**src/rtl/seg7_to_code_decoder.sv**
```systemverilog
// Receive side of the 2-bit code / 7-segment link: debounce, decode, deliver once over Valid/Ready.
// Optional transfer counter output Char_Count is enabled by defining SEG7_DEC_COUNT_EN.
module seg7_to_code_decoder #(
  parameter int STABLE_CYCLES = 4,
  parameter bit ACTIVE_LOW    = 1'b1
) (
  input  logic       Clock,
  input  logic       Reset,
  input  logic [0:6] Seg,
  output logic [1:0] Code,
  output logic       Valid,
  input  logic       Ready,
  output logic       Err,
  output logic       Overflow
`ifdef SEG7_DEC_COUNT_EN
  ,
  output logic [7:0] Char_Count
`endif
);

  localparam int            CW      = $clog2(STABLE_CYCLES + 1);
  localparam logic [CW-1:0] CNT_MAX = CW'(STABLE_CYCLES);
  localparam logic [0:6]    BLANK   = 7'b1111111;

  typedef enum logic {SETTLE = 1'b0, HOLD = 1'b1} state_t;

  // Returns {known, code} for an active-low pattern.
  function automatic logic [2:0] decode(input logic [0:6] p);
    case (p)
      7'b0100001: decode = 3'b100;
      7'b0000110: decode = 3'b101;
      7'b1111001: decode = 3'b110;
      7'b1000000: decode = 3'b111;
      default:    decode = 3'b000;
    endcase
  endfunction

  logic [0:6]    seg_q, seg_d;
  logic [0:6]    last_pat_q, last_pat_d;
  logic [CW-1:0] cnt_q, cnt_d;
  state_t        state_q, state_d;
  logic [1:0]    code_q, code_d;
  logic          valid_q, valid_d;
  logic          err_q, err_d;
  logic          ovf_q, ovf_d;

  logic          changed, qualify, known;
  logic [0:6]    pat;
  logic [2:0]    dec;
  logic [1:0]    new_code;

  always_comb begin
    seg_d      = Seg;
    changed    = (Seg != seg_q);
    cnt_d      = changed ? '0 : ((cnt_q == CNT_MAX) ? cnt_q : cnt_q + 1'b1);
    qualify    = (state_q == SETTLE) && (cnt_q == CNT_MAX);
    pat        = ACTIVE_LOW ? seg_q : ~seg_q;
    dec        = decode(pat);
    known      = dec[2];
    new_code   = dec[1:0];

    state_d    = state_q;
    last_pat_d = last_pat_q;
    code_d     = code_q;
    valid_d    = valid_q;
    err_d      = 1'b0;
    ovf_d      = 1'b0;

    // A change always re-arms qualification, even in the qualifying cycle itself.
    if (changed) begin
      state_d = SETTLE;
    end else if (qualify) begin
      state_d = HOLD;
    end

    if (valid_q && Ready) begin
      valid_d = 1'b0;
    end

    if (qualify && (pat != last_pat_q)) begin
      last_pat_d = pat;
      if (pat != BLANK) begin
        if (!known) begin
          err_d = 1'b1;
        end else if (!valid_q || Ready) begin
          code_d  = new_code;
          valid_d = 1'b1;
        end else begin
          ovf_d = 1'b1;
        end
      end
    end
  end

  always_ff @(posedge Clock) begin
    if (Reset) begin
      seg_q      <= BLANK;
      last_pat_q <= BLANK;
      cnt_q      <= '0;
      state_q    <= SETTLE;
      code_q     <= 2'b00;
      valid_q    <= 1'b0;
      err_q      <= 1'b0;
      ovf_q      <= 1'b0;
    end else begin
      seg_q      <= seg_d;
      last_pat_q <= last_pat_d;
      cnt_q      <= cnt_d;
      state_q    <= state_d;
      code_q     <= code_d;
      valid_q    <= valid_d;
      err_q      <= err_d;
      ovf_q      <= ovf_d;
    end
  end

  assign Code     = code_q;
  assign Valid    = valid_q;
  assign Err      = err_q;
  assign Overflow = ovf_q;

`ifdef SEG7_DEC_COUNT_EN
  logic [7:0] char_count_q, char_count_d;

  // Saturating count of completed transfers.
  always_comb begin
    char_count_d = char_count_q;
    if (valid_q && Ready && (char_count_q != 8'hFF)) begin
      char_count_d = char_count_q + 8'd1;
    end
  end

  always_ff @(posedge Clock) begin
    if (Reset) begin
      char_count_q <= 8'd0;
    end else begin
      char_count_q <= char_count_d;
    end
  end

  assign Char_Count = char_count_q;
`endif

endmodule

```
**config.mk**
```make
export PLATFORM = sky130hd
export DESIGN_NAME = seg7_to_code_decoder
export DESIGN_NICKNAME = d
export VERILOG_FILES = /design/src/rtl/seg7_to_code_decoder.sv
export SDC_FILE = /design/constraint.sdc
export NUM_CORES = 1
export LEC_CHECK = 0
export ABC_CLOCK_PERIOD_IN_PS = 3400
export CORE_ASPECT_RATIO = 1.4
export CORE_MARGIN = 10
export CORE_UTILIZATION = 30
export CTS_CLUSTER_DIAMETER = 30
export DETAILED_ROUTE_END_ITERATION = 6
export PLACE_DENSITY = 0.57
export SYNTH_ARGS = -nofsm -noshare
export SYNTH_HDL_FRONTEND = slang
export SYNTH_SLANG_ARGS = --single-unit
```
**constraint.sdc**
```tcl
create_clock -name Clock -period 3.4 [get_ports Clock]
set_input_delay 0.68 -clock Clock [delete_from_list [all_inputs] [get_ports Clock]]
set_output_delay 0.68 -clock Clock [all_outputs]
set_load 0.05 [all_outputs]
```
==> results.json, run 1 <==
{
  "status": "finished, final reports clean",
  "grt_use_total_pct": 6.69,
  "synth-main-ff-cell": "dfxtp_1",
  "slew_viol_final": 0,
  "place_congestion": 0.691,
  "finalCriticalPeriod_ns": 2.10,
  "yosysTopAreaCell": "dfxtp_1",
  "die-area_um2": 6460,
  "p_leak_nw": 0.437,
  "row_count": 25,
  "slew_headroom_pct": 53.3,
  "grt_pass1_vias": 798,
  "routed.top_layer": "met4",
  "cts.htree.levels": 1,
  "skew_ns": 0.00492,
  "synthTopCellsByArea": "dfxtp_1 42%, xnor2_1 6.5%, a211o_1 5.7%",
  "cts_buffers": 3,
  "min_period_over_period_pct": 61.7,
  "place.detailed.hpwl_um": 1580,
  "wirelength_um": 2080,
  "antenna_found_initial": 0,
  "core-area_um2": 3440,
  "yosys.cell_types.count": 31,
  "drt_first_iter_violations": 3,
  "crit_path_max_fanout": 2,
  "critPathBufInv": 1,
  "synth_top_area_share_pct": 42.4,
  "route.met2.wl_um": 1110,
  "viasPerCell": 4.75,
  "cts_tree": "done",
  "layout-drive-gt1-share_pct": 13.0,
  "fmax_mhz": 476,
  "cpMaxStageDelayCell": "clkdlybuf4s50_1",
  "setup_viol": 0,
  "fp.dieH_um": 91.2,
  "hold_viol_final": 0,
  "ios": 15,
  "drtAntennaViolNets": 0,
  "grt_max_degree": 23,
  "synthArstFlopShare_pct": 0,
  "critPathRequiredTime_ns": 2.72,
  "crit_chain": "clkdlybuf4s50_1",
  "synth_seq_cells": 23,
  "clock_tree.buffer_depth": 2,
  "fillers": 358,
  "synth-edff-count": 0,
  "critPathLaunchType": "flop",
  "maxCapViolCount": 0,
  "postSynthAreaPerCell_um2": 9.69,
  "synth_nets": 124,
  "crit_family": "buffers and inverters",
  "drc_errors": 0,
  "vias": 774,
  "areaGrowthSynthToFinish_pct": 18.1,
  "dr_wl_met3_um": 23,
  "grt_pass1_wl_um": 3640,
  "nets": 136,
  "post_drt_wl_per_cell_um": 12.7,
  "first_pass_iters": 3,
  "synth_most_common_cell": "dfxtp_1",
  "slowest_delay_ns": 0.82,
  "worstSetupPathType": "reg2out",
  "ir_drop_uv": 236,
  "clk_pin_slew_worst_paths_ns": 0.08,
  "cts.hold.buffers_added": 0,
  "hold_slack_ns": 0.478,
  "synthTopCellsByCount": "23 x dfxtp_1, 9 x nor2b_1, 8 x xnor2_1",
  "clock_sinks": 23,
  "post_cts_buffers": 0,
  "die_x_um": 70.8,
  "ctsResizeCount": 0,
  "num_antenna_cells": 0,
  "critical_path_arrival_ns": 1.42,
  "cts_root_buf": "clkbuf_8",
  "port_buffers": 14,
  "setup_tns_ns": 0,
  "grt_overflow": 0,
  "syn-cell-area_um2": 1080,
  "ys_seq_area_share_pct": 42.4,
  "worstSetupEndpointType": "output pin",
  "hold_class": "reg2reg",
  "worst_pin_slew_ns": 0.698,
  "insertion_delay_ns": 0.26,
  "start_util_pct": 31.5,
  "rsz0062_at_grt": "no",
  "ys_warn_count": 0,
  "power.density_nw_per_um2": 382,
  "postSynthCellCount": 112,
  "wl_met1_um": 880
}
[report_power, final]
group          internal, mW  switching [mW]  total (mW)  leakage, nW
sequential            0.274          0.0105       0.284        0.188
clock                0.0836          0.0849       0.169       0.0228
combinational        0.0222          0.0149      0.0371        0.227
[final cells by class]
type                       count  area (um^2)  share of cell area, %
timing repair buffer          15          148                   11.5
inverter                       2         7.51                  0.586
multi-input combinational     79          571                   44.5
sequential                    23          460                   35.9
clock buffer                   4         45.0                   3.52
tap                           40         50.0                   3.91
[flip-flops by register name, indices dropped and copies added, names as in the netlist]
signal      count
Err             1
last_pat_q      7
state_q         1
Valid           1
pat             7
Code            2
Overflow        1
cnt_q           3
[layer usage]
layer | vias up | global-route usage [%]
li1 | 401 | -
met1 | 359 | 6.95
met2 | 9 | 11.9
met3 | 5 | 0.763
met4 | 0 | 4.85
met5 | - | 0
[layout by cell type, fill, tap and decap left out]
cell type        Yosys  routed
dfxtp_1             23      23
clkdlybuf4s50_1      0      14
nor2b_1              9       9
xnor2_1              8       8
nand2_1              7       7
a211o_1              7       7
xor2_1               7       7
or2_2                7       7
nor2_1               6       6
nand3_1              3       3
nor3_1               3       3
a21oi_1              3       3
clkbuf_8             0       3
inv_1                2       2
nor3b_1              2       2
mux2_1               2       2
nor4_1               2       2
ha_1                 2       2
and3_1               1       1
nor4_2               1       1
a2111oi_0            1       1
nand2b_1             1       1
nand4_1              1       1
o221a_2              1       1
o211ai_2             1       1
and3b_1              1       1
o21ai_1              1       1
o31ai_4              1       1
nand3_2              1       1
clkbuf_1             2       1
buf_4                1       1
[logic make-up (layout without fill, tap and decap cells)]
kind of cell | Yosys count | in the layout | share of synthesized area, %
AO/OA/AOI/OAI | 15 | 15 | 12.5
XOR/XNOR | 15 | 15 | 12.1
adder cells (fa/ha/maj) | 2 | 2 | 2.31
buffers and inverters | 10 | 21 | 4.96
flip-flops | 23 | 23 | 42.4
multiplexers | 2 | 2 | 2.08
AND/OR/NAND/NOR | 45 | 45 | 23.6
[per-stage QoR]
step	utilization [%]	power, mW	cell area [um^2]	std cells	worst slack (ns)
floorplan	-	0.314	1080	112	1.76
global placement	35.9	0.328	1240	159	1.14
detailed placement	35.9	0.328	1240	159	1.07
CTS	37.2	0.494	1280	163	1.28
global route	37.2	0.513	1280	163	1.19
finish	37.2	0.490	1280	163	1.30
[final timing paths]
kind                    startpoint                   end  slack [ns]  cells after the start
min           state_q$_SDFFE_PP0P_  state_q$_SDFFE_PP0P_        0.48                      2
min reg2reg   state_q$_SDFFE_PP0P_  state_q$_SDFFE_PP0P_        0.48                      2
max           Code[1]$_SDFFE_PP0P_               Code[1]        1.30                      1
max reg2reg  cnt_q[0]$_SDFFE_PP0P_  Code[0]$_SDFFE_PP0P_        1.59                      8
(Power assumes the default switching activity.)
==> inputs of run 2 (changes only) <==
--- a/config.mk
+++ b/config.mk
@@ -5,7 +5,7 @@
 export SDC_FILE = /design/constraint.sdc
 export NUM_CORES = 1
 export LEC_CHECK = 0
-export ABC_CLOCK_PERIOD_IN_PS = 3400
+export ABC_CLOCK_PERIOD_IN_PS = 2100
 export CORE_ASPECT_RATIO = 1.4
 export CORE_MARGIN = 10
 export CORE_UTILIZATION = 30
==> constraint.sdc (replaced) <==
create_clock -name Clock -period 2.1 [get_ports Clock]
set_input_delay 0.42 -clock Clock [delete_from_list [all_inputs] [get_ports Clock]]
set_output_delay 0.42 -clock Clock [all_outputs]
set_load 0.05 [all_outputs]
==> results.json, run 2 (synthesis results as in run 1) <==
{
  "worstSetupEndpointType": "output pin",
  "ctsResizeCount": 0,
  "grt_pass1_wl_um": 3510,
  "vias": 773,
  "p_int_mw": 0.616,
  "critPathLaunchType": "flop",
  "fin_area_um2": 1300,
  "place_congestion": 0.695,
  "drc_errors": 0,
  "layout-drive-gt1-share_pct": 14.4,
  "dp_slack_ns": 0.349,
  "totalPowerFinal_mw": 0.785,
  "cts.htree.levels": 1,
  "place_area_um2": 1250,
  "critical_path_arrival_ns": 1.39,
  "grt_use_total_pct": 6.45,
  "mostFrequentLayoutCell": "dfxtp_1",
  "row_count": 25,
  "fp.dieH_um": 91.2,
  "die_x_um": 70.8,
  "skew_ns": 0.00307,
  "mostFrequentLayoutCells": "23 x dfxtp_1, 14 x clkdlybuf4s50_1, 9 x nor2b_1",
  "areaGrowthSynthToFinish_pct": 19.5,
  "p_leak_nw": 0.447,
  "switching_share_pct": 21.5,
  "clock_tree.buffer_depth": 2,
  "crit_family": "buffers and inverters",
  "drtAntennaViolNets": 0,
  "slew_headroom_pct": 66.3,
  "ir_drop_uv": 358,
  "hold_viol_final": 0,
  "start_util_pct": 31.5,
  "first_pass_iters": 3,
  "grt_max_degree": 15,
  "power_frac_seq_pct": 58.6,
  "worst_pin_slew_ns": 0.504,
  "wl_met1_um": 827,
  "post_cts_buffers": 0,
  "fillers": 359,
  "routed.top_layer": "met4",
  "crit_chain": "clkdlybuf4s50_1",
  "nets": 138,
  "p_comb_share_pct": 8.0,
  "cpMaxStageDelayCell": "clkdlybuf4s50_1",
  "layout_setup_ws_ns": 0.294,
  "core-area_um2": 3440,
  "die-area_um2": 6460,
  "clock_sinks": 23,
  "hold_slack_ns": 0.489,
  "crit_path_max_fanout": 2,
  "grt_pass1_vias": 816,
  "rsz0062_at_grt": "no",
  "critPathBufInv": 1,
  "status": "finished, final reports clean",
  "ios": 15,
  "power.density_nw_per_um2": 605,
  "cts_tree": "done",
  "insertion_delay_ns": 0.25,
  "cts.hold.buffers_added": 0,
  "cts_root_buf": "clkbuf_8",
  "cts_buffers": 3,
  "viasPerCell": 4.68,
  "drt_first_iter_violations": 14,
  "maxCapViolCount": 0,
  "post_drt_wl_per_cell_um": 12.0,
  "route.met2.wl_um": 1100,
  "wirelength_um": 1980,
  "slew_viol_final": 0,
  "critPathRequiredTime_ns": 1.68,
  "grt_overflow": 0,
  "hold_class": "reg2reg",
  "worstSetupPathType": "reg2out",
  "final_cells": 165,
  "antenna_found_initial": 0,
  "num_antenna_cells": 0,
  "slowest_delay_ns": 0.80,
  "dr_wl_met3_um": 10,
  "clkPwrFrac_pct": 33.4,
  "port_buffers": 14,
  "setup_tns_ns": 0,
  "min_period_over_period_pct": 86.0,
  "fmax_mhz": 554,
  "p_sw_mw": 0.168,
  "dp.cells": 161,
  "utilization_pct": 37.7,
  "setup_viol": 0,
  "finalCriticalPeriod_ns": 1.81,
  "place.detailed.hpwl_um": 1600,
  "clk_pin_slew_worst_paths_ns": 0.08
}
==> run 2: cell count changes in the layout (fill, tap and decap cells not counted), sizes merged <==
cell  delta
buf      +2
==> run 2: layout make-up <==
cell class,count,area (um^2),share of cell area [%]
clock buffers,4,45.0,3.47
inverters,2,7.51,0.579
multi-input cells,79,571,44.0
flip-flops and latches,23,460,35.5
well taps,40,50.0,3.86
repair buffers,17,163,12.5
==> run 2: worst paths after layout <==
check	startpoint	end	slack [ns]	cells past startpoint
max	Valid$_SDFF_PP0_	Valid	0.29	1
min	state_q$_SDFFE_PP0P_	state_q$_SDFFE_PP0P_	0.49	2
max reg2reg	pat[0]$_SDFF_PP1_	Code[1]$_SDFFE_PP0P_	0.46	5
min reg2reg	state_q$_SDFFE_PP0P_	state_q$_SDFFE_PP0P_	0.49	2
==> run 2: layer usage <==
| metal | GRT usage (%) | vias to the layer above |
|---|---|---|
| met5 | 0 | - |
| met4 | 4.37 | 0 |
| met3 | 0.654 | 2 |
| met2 | 12.1 | 6 |
| met1 | 6.37 | 361 |
| li1 | - | 404 |
==> run 2: power by group through the flow <==
stage                     clock (mW)  sequential [mW]  combinational [mW]
after CTS                      0.279            0.460              0.0640
final                          0.262            0.460              0.0627
after global placement             0            0.470              0.0640
after global routing           0.295            0.462              0.0695
after detailed placement           0            0.470              0.0637
after floorplan                    0            0.458              0.0501
